<file path="src/rtl/tlc_pkg.sv">
// Shared definitions for the traffic-light controller.
// Contents:
//   - light encodings for one signal head (RED/YEL/GRN)
//   - the phase FSM state enum
//   - BCD limit constants for the time-of-day clock
//   - bcd_inc: increment a two-digit BCD value (caller handles wrap)
//   - is_peak: peak-window decode from a BCD hour and the AM/PM flag
package tlc_pkg;

  localparam logic [1:0] LIGHT_RED = 2'b00;
  localparam logic [1:0] LIGHT_YEL = 2'b01;
  localparam logic [1:0] LIGHT_GRN = 2'b10;

  typedef enum logic [2:0] {
    S_MAIN_GREEN   = 3'd0,
    S_MAIN_YELLOW  = 3'd1,
    S_SIDE1_GREEN  = 3'd2,
    S_SIDE1_YELLOW = 3'd3,
    S_SIDE2_GREEN  = 3'd4,
    S_SIDE2_YELLOW = 3'd5
  } tlc_state_e;

  localparam logic [7:0] BCD_MAX_MS = 8'h59;  // last second / minute value
  localparam logic [7:0] BCD_HR_TOP = 8'h12;  // hour that wraps to 01
  localparam logic [7:0] BCD_HR_PM  = 8'h11;  // hour whose increment flips AM/PM
  localparam logic [7:0] BCD_HR_ONE = 8'h01;

  function automatic logic [7:0] bcd_inc(input logic [7:0] v);
    logic [7:0] r;
    if (v[3:0] == 4'd9) r = {v[7:4] + 4'd1, 4'd0};
    else                r = {v[7:4], v[3:0] + 4'd1};
    return r;
  endfunction

  // Peak windows: 08-10 AM and 05-07 PM (hour-granular).
  function automatic logic is_peak(input logic [7:0] hh, input logic pm);
    logic r;
    if (!pm) r = (hh == 8'h08) || (hh == 8'h09) || (hh == 8'h10);
    else     r = (hh == 8'h05) || (hh == 8'h06) || (hh == 8'h07);
    return r;
  endfunction

endpackage

</file>
<file path="src/rtl/tlc_rtc.sv">
// Time base for the traffic-light controller.
// Generates the one-second tick from clk/ena, keeps a 12-hour BCD
// time of day and decodes the peak-hour flag from the registered hour.
// Ports:
//   clk, reset      - clock, synchronous active-high reset
//   ena             - global enable; 0 freezes divider and time
//   tick            - one-cycle pulse per second (combinational)
//   hh, mm, ss, pm  - registered BCD time and AM/PM flag
//   peak            - combinational peak-window flag
module tlc_rtc #(
  parameter int unsigned TICK_DIV = 1,
  parameter logic [7:0]  INIT_HH  = 8'h12,
  parameter logic [7:0]  INIT_MM  = 8'h00,
  parameter logic [7:0]  INIT_SS  = 8'h00,
  parameter logic        INIT_PM  = 1'b0
) (
  input  logic       clk,
  input  logic       reset,
  input  logic       ena,
  output logic       tick,
  output logic [7:0] hh,
  output logic [7:0] mm,
  output logic [7:0] ss,
  output logic       pm,
  output logic       peak
);
  import tlc_pkg::*;

  localparam int DIV_W = (TICK_DIV > 1) ? $clog2(TICK_DIV) : 1;
  localparam logic [DIV_W-1:0] DIV_LAST = DIV_W'(TICK_DIV - 1);

  logic [DIV_W-1:0] div_q, div_d;
  logic [7:0]       hh_q, hh_d, mm_q, mm_d, ss_q, ss_d;
  logic             pm_q, pm_d;

  // Divider: tick fires on the enabled cycle where the count is at its last value.
  always_comb begin
    div_d = div_q;
    tick  = 1'b0;
    if (ena) begin
      if (div_q == DIV_LAST) begin
        tick  = 1'b1;
        div_d = '0;
      end else begin
        div_d = div_q + DIV_W'(1);
      end
    end
  end

  // Ripple carry ss -> mm -> hh; pm flips only on the 11 -> 12 step.
  always_comb begin
    ss_d = ss_q;
    mm_d = mm_q;
    hh_d = hh_q;
    pm_d = pm_q;
    if (tick) begin
      if (ss_q == BCD_MAX_MS) begin
        ss_d = 8'h00;
        if (mm_q == BCD_MAX_MS) begin
          mm_d = 8'h00;
          if (hh_q == BCD_HR_TOP) begin
            hh_d = BCD_HR_ONE;
          end else begin
            hh_d = bcd_inc(hh_q);
            if (hh_q == BCD_HR_PM) pm_d = ~pm_q;
          end
        end else begin
          mm_d = bcd_inc(mm_q);
        end
      end else begin
        ss_d = bcd_inc(ss_q);
      end
    end
  end

  always_ff @(posedge clk) begin
    if (reset) begin
      div_q <= '0;
      hh_q  <= INIT_HH;
      mm_q  <= INIT_MM;
      ss_q  <= INIT_SS;
      pm_q  <= INIT_PM;
    end else begin
      div_q <= div_d;
      hh_q  <= hh_d;
      mm_q  <= mm_d;
      ss_q  <= ss_d;
      pm_q  <= pm_d;
    end
  end

  assign hh   = hh_q;
  assign mm   = mm_q;
  assign ss   = ss_q;
  assign pm   = pm_q;
  assign peak = is_peak(hh_q, pm_q);

endmodule

</file>
<file path="src/rtl/tlc_top.sv">
// Traffic-light controller for one intersection: main road (TL1/TL2)
// plus two sensor-requested side approaches (TL3/TL4, TL5/TL6).
// Ports:
//   clk, reset          - clock, synchronous active-high reset (beats ena)
//   ena                 - global enable; 0 freezes time and phases
//   sensor1, sensor2    - vehicle present on side approach 1 / 2
//   TL1..TL6            - registered light states (00 red, 01 yellow, 10 green)
//   peak, pm, hh, mm, ss - time of day and peak flag from the time base
// Phase timing: entering a phase loads timer = duration-1; each tick
// decrements a nonzero timer; a tick seen with timer==0 applies the exit
// rule, so a phase lasts exactly its duration in ticks.
module tlc_top #(
  parameter int unsigned TICK_DIV    = 1,
  parameter int unsigned T_MAIN      = 10,
  parameter int unsigned T_MAIN_PEAK = 20,
  parameter int unsigned T_SIDE      = 5,
  parameter int unsigned T_SIDE_PEAK = 3,
  parameter int unsigned T_YEL       = 2,
  parameter logic [7:0]  INIT_HH     = 8'h12,
  parameter logic [7:0]  INIT_MM     = 8'h00,
  parameter logic [7:0]  INIT_SS     = 8'h00,
  parameter logic        INIT_PM     = 1'b0
) (
  input  logic       clk,
  input  logic       reset,
  input  logic       ena,
  input  logic       sensor1,
  input  logic       sensor2,
  output logic [1:0] TL1,
  output logic [1:0] TL2,
  output logic [1:0] TL3,
  output logic [1:0] TL4,
  output logic [1:0] TL5,
  output logic [1:0] TL6,
  output logic       peak,
  output logic       pm,
  output logic [7:0] hh,
  output logic [7:0] mm,
  output logic [7:0] ss
);
  import tlc_pkg::*;

  localparam logic [7:0] T_MAIN_M1      = 8'(T_MAIN - 1);
  localparam logic [7:0] T_MAIN_PEAK_M1 = 8'(T_MAIN_PEAK - 1);
  localparam logic [7:0] T_SIDE_M1      = 8'(T_SIDE - 1);
  localparam logic [7:0] T_SIDE_PEAK_M1 = 8'(T_SIDE_PEAK - 1);
  localparam logic [7:0] T_YEL_M1       = 8'(T_YEL - 1);
  localparam logic       INIT_PEAK      = is_peak(INIT_HH, INIT_PM);
  localparam logic [7:0] TIMER_RST      = INIT_PEAK ? T_MAIN_PEAK_M1 : T_MAIN_M1;

  logic       tick;
  tlc_state_e state_q, state_d;
  logic [7:0] timer_q, timer_d;
  logic       req1_q, req1_d, req2_q, req2_d;
  logic [1:0] main_q, main_d, side1_q, side1_d, side2_q, side2_d;
  logic [7:0] main_dur, side_dur;

  tlc_rtc #(
    .TICK_DIV (TICK_DIV),
    .INIT_HH  (INIT_HH),
    .INIT_MM  (INIT_MM),
    .INIT_SS  (INIT_SS),
    .INIT_PM  (INIT_PM)
  ) u_rtc (
    .clk   (clk),
    .reset (reset),
    .ena   (ena),
    .tick  (tick),
    .hh    (hh),
    .mm    (mm),
    .ss    (ss),
    .pm    (pm),
    .peak  (peak)
  );

  // Durations are taken from the peak flag seen on the entering tick.
  assign main_dur = peak ? T_MAIN_PEAK_M1 : T_MAIN_M1;
  assign side_dur = peak ? T_SIDE_PEAK_M1 : T_SIDE_M1;

  always_comb begin
    state_d = state_q;
    timer_d = timer_q;
    if (tick) begin
      if (timer_q != 8'd0) begin
        timer_d = timer_q - 8'd1;
      end else begin
        case (state_q)
          S_MAIN_GREEN: begin
            // Main green is held indefinitely until a side request exists.
            if (req1_q || req2_q) begin
              state_d = S_MAIN_YELLOW;
              timer_d = T_YEL_M1;
            end
          end
          S_MAIN_YELLOW: begin
            state_d = req1_q ? S_SIDE1_GREEN : S_SIDE2_GREEN;
            timer_d = side_dur;
          end
          S_SIDE1_GREEN: begin
            state_d = S_SIDE1_YELLOW;
            timer_d = T_YEL_M1;
          end
          S_SIDE1_YELLOW: begin
            if (req2_q) begin
              state_d = S_SIDE2_GREEN;
              timer_d = side_dur;
            end else begin
              state_d = S_MAIN_GREEN;
              timer_d = main_dur;
            end
          end
          S_SIDE2_GREEN: begin
            state_d = S_SIDE2_YELLOW;
            timer_d = T_YEL_M1;
          end
          default: begin
            state_d = S_MAIN_GREEN;
            timer_d = main_dur;
          end
        endcase
      end
    end
  end

  // Requests latch regardless of ena; a sensor set wins over the entry clear.
  always_comb begin
    req1_d = sensor1 | (req1_q & ~((state_d == S_SIDE1_GREEN) && (state_q != S_SIDE1_GREEN)));
    req2_d = sensor2 | (req2_q & ~((state_d == S_SIDE2_GREEN) && (state_q != S_SIDE2_GREEN)));
  end

  // Lights decode the next state so they change on the same edge as the state.
  always_comb begin
    main_d  = LIGHT_RED;
    side1_d = LIGHT_RED;
    side2_d = LIGHT_RED;
    case (state_d)
      S_MAIN_GREEN:   main_d  = LIGHT_GRN;
      S_MAIN_YELLOW:  main_d  = LIGHT_YEL;
      S_SIDE1_GREEN:  side1_d = LIGHT_GRN;
      S_SIDE1_YELLOW: side1_d = LIGHT_YEL;
      S_SIDE2_GREEN:  side2_d = LIGHT_GRN;
      default:        side2_d = LIGHT_YEL;
    endcase
  end

  always_ff @(posedge clk) begin
    if (reset) begin
      state_q <= S_MAIN_GREEN;
      timer_q <= TIMER_RST;
      req1_q  <= 1'b0;
      req2_q  <= 1'b0;
      main_q  <= LIGHT_GRN;
      side1_q <= LIGHT_RED;
      side2_q <= LIGHT_RED;
    end else begin
      state_q <= state_d;
      timer_q <= timer_d;
      req1_q  <= req1_d;
      req2_q  <= req2_d;
      main_q  <= main_d;
      side1_q <= side1_d;
      side2_q <= side2_d;
    end
  end

  assign TL1 = main_q;
  assign TL2 = main_q;
  assign TL3 = side1_q;
  assign TL4 = side1_q;
  assign TL5 = side2_q;
  assign TL6 = side2_q;

endmodule

</file>
<file path="config.mk">
export PLATFORM = sky130hd
export DESIGN_NAME = tlc_top
export DESIGN_NICKNAME = d
export VERILOG_FILES = /design/src/rtl/tlc_pkg.sv /design/src/rtl/tlc_rtc.sv /design/src/rtl/tlc_top.sv
export SDC_FILE = /design/constraint.sdc
export NUM_CORES = 1
export LEC_CHECK = 0
export ABC_AREA = 1
export CORE_MARGIN = 4
export CORE_UTILIZATION = 45
export CTS_CLUSTER_SIZE = 20
export DETAILED_ROUTE_END_ITERATION = 8
export PLACE_DENSITY_LB_ADDON = 0.2
export SLEW_MARGIN = 20
export SYNTH_ARGS = -nofsm -noshare
export SYNTH_HDL_FRONTEND = slang
export SYNTH_HIERARCHICAL = 1
export SYNTH_SLANG_ARGS = --single-unit
</file>
<file path="constraint.sdc">
create_clock -name clk -period 1.6 [get_ports clk]
set_input_delay 0.32 -clock clk [delete_from_list [all_inputs] [get_ports clk]]
set_output_delay 0.32 -clock clk [all_outputs]
set_load 0.02 [all_outputs]
</file>
==> results.toml <==
[placement]
dp_hpwl_um = 4350
place.gp.congestion = 0.892
place.detailed.instances = 481
portBuffers = 42
postPlaceCellArea_sq_um = 3240
detailedPlace.worstSlack_ns = -0.252

[sta]
max_clock_freq_mhz = 587
post-route-worst-setup-slack_ns = -0.103
transition_time_at_the_pin_with_the_least_slew_margin_ns = 0.371
layout_min_cycle_time_ns = 1.70
final_min_period_over_clock_period_pct = 106
drv_slew = 0
relSlewSlack_pct = 75.2
final-setup-viol-count = 1
timing.final.hold_violations = 0
clock_skew_ns = 0.00479
hold_ws_ns = 0.479
grt_setup_unrepaired = "true"

[yosys]
synth-async-reset-ratio_pct = 0
synth.cell_area_sq_um = 2550
synth_seq_cells = 44
synthesis.nets = 363
warning_count_from_the_yosys_run = 6
synth_adder_area_share_pct = 6.39
synth_enable_flop_cells = 0
synth_cell_types = 41
synth-simple-area-share_pct = 34.5
synth-xor-area-share_pct = 2.75
synthDominantCellAreaShare_pct = 34.6
largest_family_of_logic_cells_by_synthesized_area = "simple AND/OR/NAND/NOR gates"
yosysSeqAreaShare_pct = 34.6
post_synth_main_area_contributors = "sky130_fd_sc_hd__dfxtp_1 35%, sky130_fd_sc_hd__nand2_1 9.3%, sky130_fd_sc_hd__ha_1 6.4%, sky130_fd_sc_hd__nor2_1 6.3%, sky130_fd_sc_hd__inv_1 6.2%"
postSynthAreaPerCell_sq_um = 7.38
synthMuxAreaShare_pct = 0.393
synth_flop_type = "sky130_fd_sc_hd__dfxtp_1"
syn_inst = 345
synth_compound_gate_area_share_pct = 11.4
netlist.top_cell.by_area = "sky130_fd_sc_hd__dfxtp_1"

[floorplanning]
die_width_um = 83.2
floorplan.core_area_sq_um = 5510
floorplan.initialDensity_pct = 46.2
row_count = 27
num_ports = 43
die_height_um = 83.2
dieArea_sq_um = 6930

[routing]
drt-vias-per-instance = 4.79
drt_drc_violations_left = 0
totalWireLength_um = 5640
routedWlPerCell_um = 11.4
detailedRoute.firstIterationViolations = 59
first_pass_iters = 4
total_vias_in_the_final_route = 2366
route.antenna.remaining_nets = 0

[clocking]
clkLatencyLatePin_ns = 0.29
tritoncts.num_buffers = 5
clk_pin_slew_worst_paths_ns = 0.09
cts.sink_count = 44
cts_root_buf = "sky130_fd_sc_hd__clkbuf_8"
cts_tree = "done"
clock_tree.htree_level_count = 2
ctsLongestPathBuffers = 2

[final_layout]
synthToLayoutAreaGrowth_pct = 33.4
layout_common_cells = "60 x sky130_fd_sc_hd__nand2_1, 42 x sky130_fd_sc_hd__nor2_1, 39 x sky130_fd_sc_hd__inv_1, 38 x sky130_fd_sc_hd__buf_4, 37 x sky130_fd_sc_hd__dfxtp_1"
finish.utilization_pct = 61.7
antenna_cells_inserted = 0
final_nets = 439
postLayoutCellArea_sq_um = 3400
final_common_cell = "sky130_fd_sc_hd__nand2_1"
drive_above_1_share_pct = 24.4
final_cells = 494

[critical_path]
timing.setup.critical_path_class = "reg -> out"
critPathRequiredTime_ns = 1.28
worstPathArrival_ns = 1.38
critPathLaunchType = "register"
endpoint_kind = "primary output"
cp_max_fo = 3

[global_route]
grt_max_degree = 16
number_of_global_route_vias_before_repair = 2227
gr-usage-met1_pct = 18.7
track_usage_pct = 16.0
gr-total-overflow = 0
groute.layer.met3.usage_pct = 3.17
global_route.usage.met2_pct = 28.2
global_route_wire_length_before_repair_um = 9380
globalRoute.busiestLayer = "met2"
grt_antenna_before_repair = 0

[worst_hold_path]
min_path_type = "reg -> reg"

[status]
violated_checks = "setup timing"
status = "finished, violations left"

[pwr]
power.density_cell_area_nw_per_um2 = 642
vdd_ir_drop_max_uv = 670
leakagePower_nw = 1.58

[flow_run]
cap_violations = 0
## power by group
group | switching [mW] | internal [mW] | leakage, nW
clock | 0.389 | 0.462 | 0.0541
combinational | 0.113 | 0.0818 | 1.17
sequential | 0.0189 | 1.11 | 0.359
## path summary, 6_finish.rpt
kind                                  start          to  slack [ns]  cells after the start
worst max register to register   timer_q[0]  timer_q[3]        0.09                      9
worst min-delay path             timer_q[0]  timer_q[0]        0.48                      2
worst min register to register   timer_q[0]  timer_q[0]        0.48                      2
worst max-delay path            u_rtc/hh[2]        peak       -0.10                      6
## worst max-delay path, stage by stage, from the launching register on
cell and delay (ns):
sky130_fd_sc_hd__dfxtp_2 0.34, sky130_fd_sc_hd__inv_2 0.07, sky130_fd_sc_hd__nand2_2 0.05, sky130_fd_sc_hd__nor2_2 0.12, sky130_fd_sc_hd__o211ai_1 0.15, sky130_fd_sc_hd__a21oi_4 0.22, sky130_fd_sc_hd__buf_6 0.14
## per-layer routing
layer | up-vias | share of wire (%)
met1 | 1058 | 44
li1 | 1254 | -
met3 | 9 | 3.7
met5 | - | 0
met4 | 0 | 1.7
met2 | 45 | 51
## state kept, by name (all words and copies together) (netlist names)
name and cells:
TL1 2, TL3 2, TL5 2, req1_q 1, req2_q 1, state_q 3
timer_q 8, u_rtc/hh 8, u_rtc/mm 8, u_rtc/pm 1, u_rtc/ss 8
## cell usage after synthesis, types with 2 or more instances
| master | number |
|---|---|
| sky130_fd_sc_hd__a211oi_1 | 2 |
| sky130_fd_sc_hd__a21oi_1 | 18 |
| sky130_fd_sc_hd__a31oi_1 | 2 |
| sky130_fd_sc_hd__buf_2 | 2 |
| sky130_fd_sc_hd__buf_4 | 8 |
| sky130_fd_sc_hd__dfxtp_1 | 44 |
| sky130_fd_sc_hd__ha_1 | 13 |
| sky130_fd_sc_hd__inv_1 | 42 |
| sky130_fd_sc_hd__inv_2 | 3 |
| sky130_fd_sc_hd__nand2_1 | 63 |
| sky130_fd_sc_hd__nand2_2 | 8 |
| sky130_fd_sc_hd__nand2_4 | 4 |
| sky130_fd_sc_hd__nand3_1 | 25 |
| sky130_fd_sc_hd__nand4_1 | 4 |
| sky130_fd_sc_hd__nor2_1 | 43 |
| sky130_fd_sc_hd__nor2_2 | 7 |
| sky130_fd_sc_hd__nor2_4 | 4 |
| sky130_fd_sc_hd__nor2_8 | 2 |
| sky130_fd_sc_hd__nor3_1 | 6 |
| sky130_fd_sc_hd__o21ai_0 | 16 |
| sky130_fd_sc_hd__o21ai_1 | 2 |
| sky130_fd_sc_hd__o22ai_1 | 2 |
| sky130_fd_sc_hd__xnor2_1 | 2 |
| sky130_fd_sc_hd__xor2_1 | 6 |
## cell type report
type                    instances  area, sq um
fillers                       504         2110
multi-input cells             245         1460
flip-flops and latches         44          890
repair buffers                 80          676
inverters                      45          169
well taps                      72         90.1
clock buffers                   5         68.8
clock inverters                 3         42.5
## timing repair
item                                   4_1_cts  5_1_grt
resized for setup                           30       20
buffers inserted                             0        4
endpoints found under the hold margin        0        0
hold buffers                                 0        0
gates cloned                                 0        1
setup endpoints to repair                   27       21
pin swaps                                    1        5
## kinds of logic (layout without fill, tap and decap cells)
kind of cell / after synthesis / count (layout)
AND/OR/NAND/NOR: 173 / 174
buffers and inverters: 57 / 133
AO/OA/AOI/OAI: 49 / 49
flip-flops: 44 / 44
adder cells (fa/ha/maj): 13 / 13
XOR/XNOR: 8 / 8
multiplexers: 1 / 1
## metrics by stage
| step | power (mW) | setup TNS (ns) |
|---|---|---|
| final | 2.18 | -0.103 |
| after global routing | 2.27 | -0.215 |
| after CTS | 2.21 | -0.134 |
| after detailed placement | 1.35 | -4.81 |
| after global placement | 1.35 | -4.37 |
| after floorplan | 1.28 | 0 |
(Power assumes the default switching activity.)
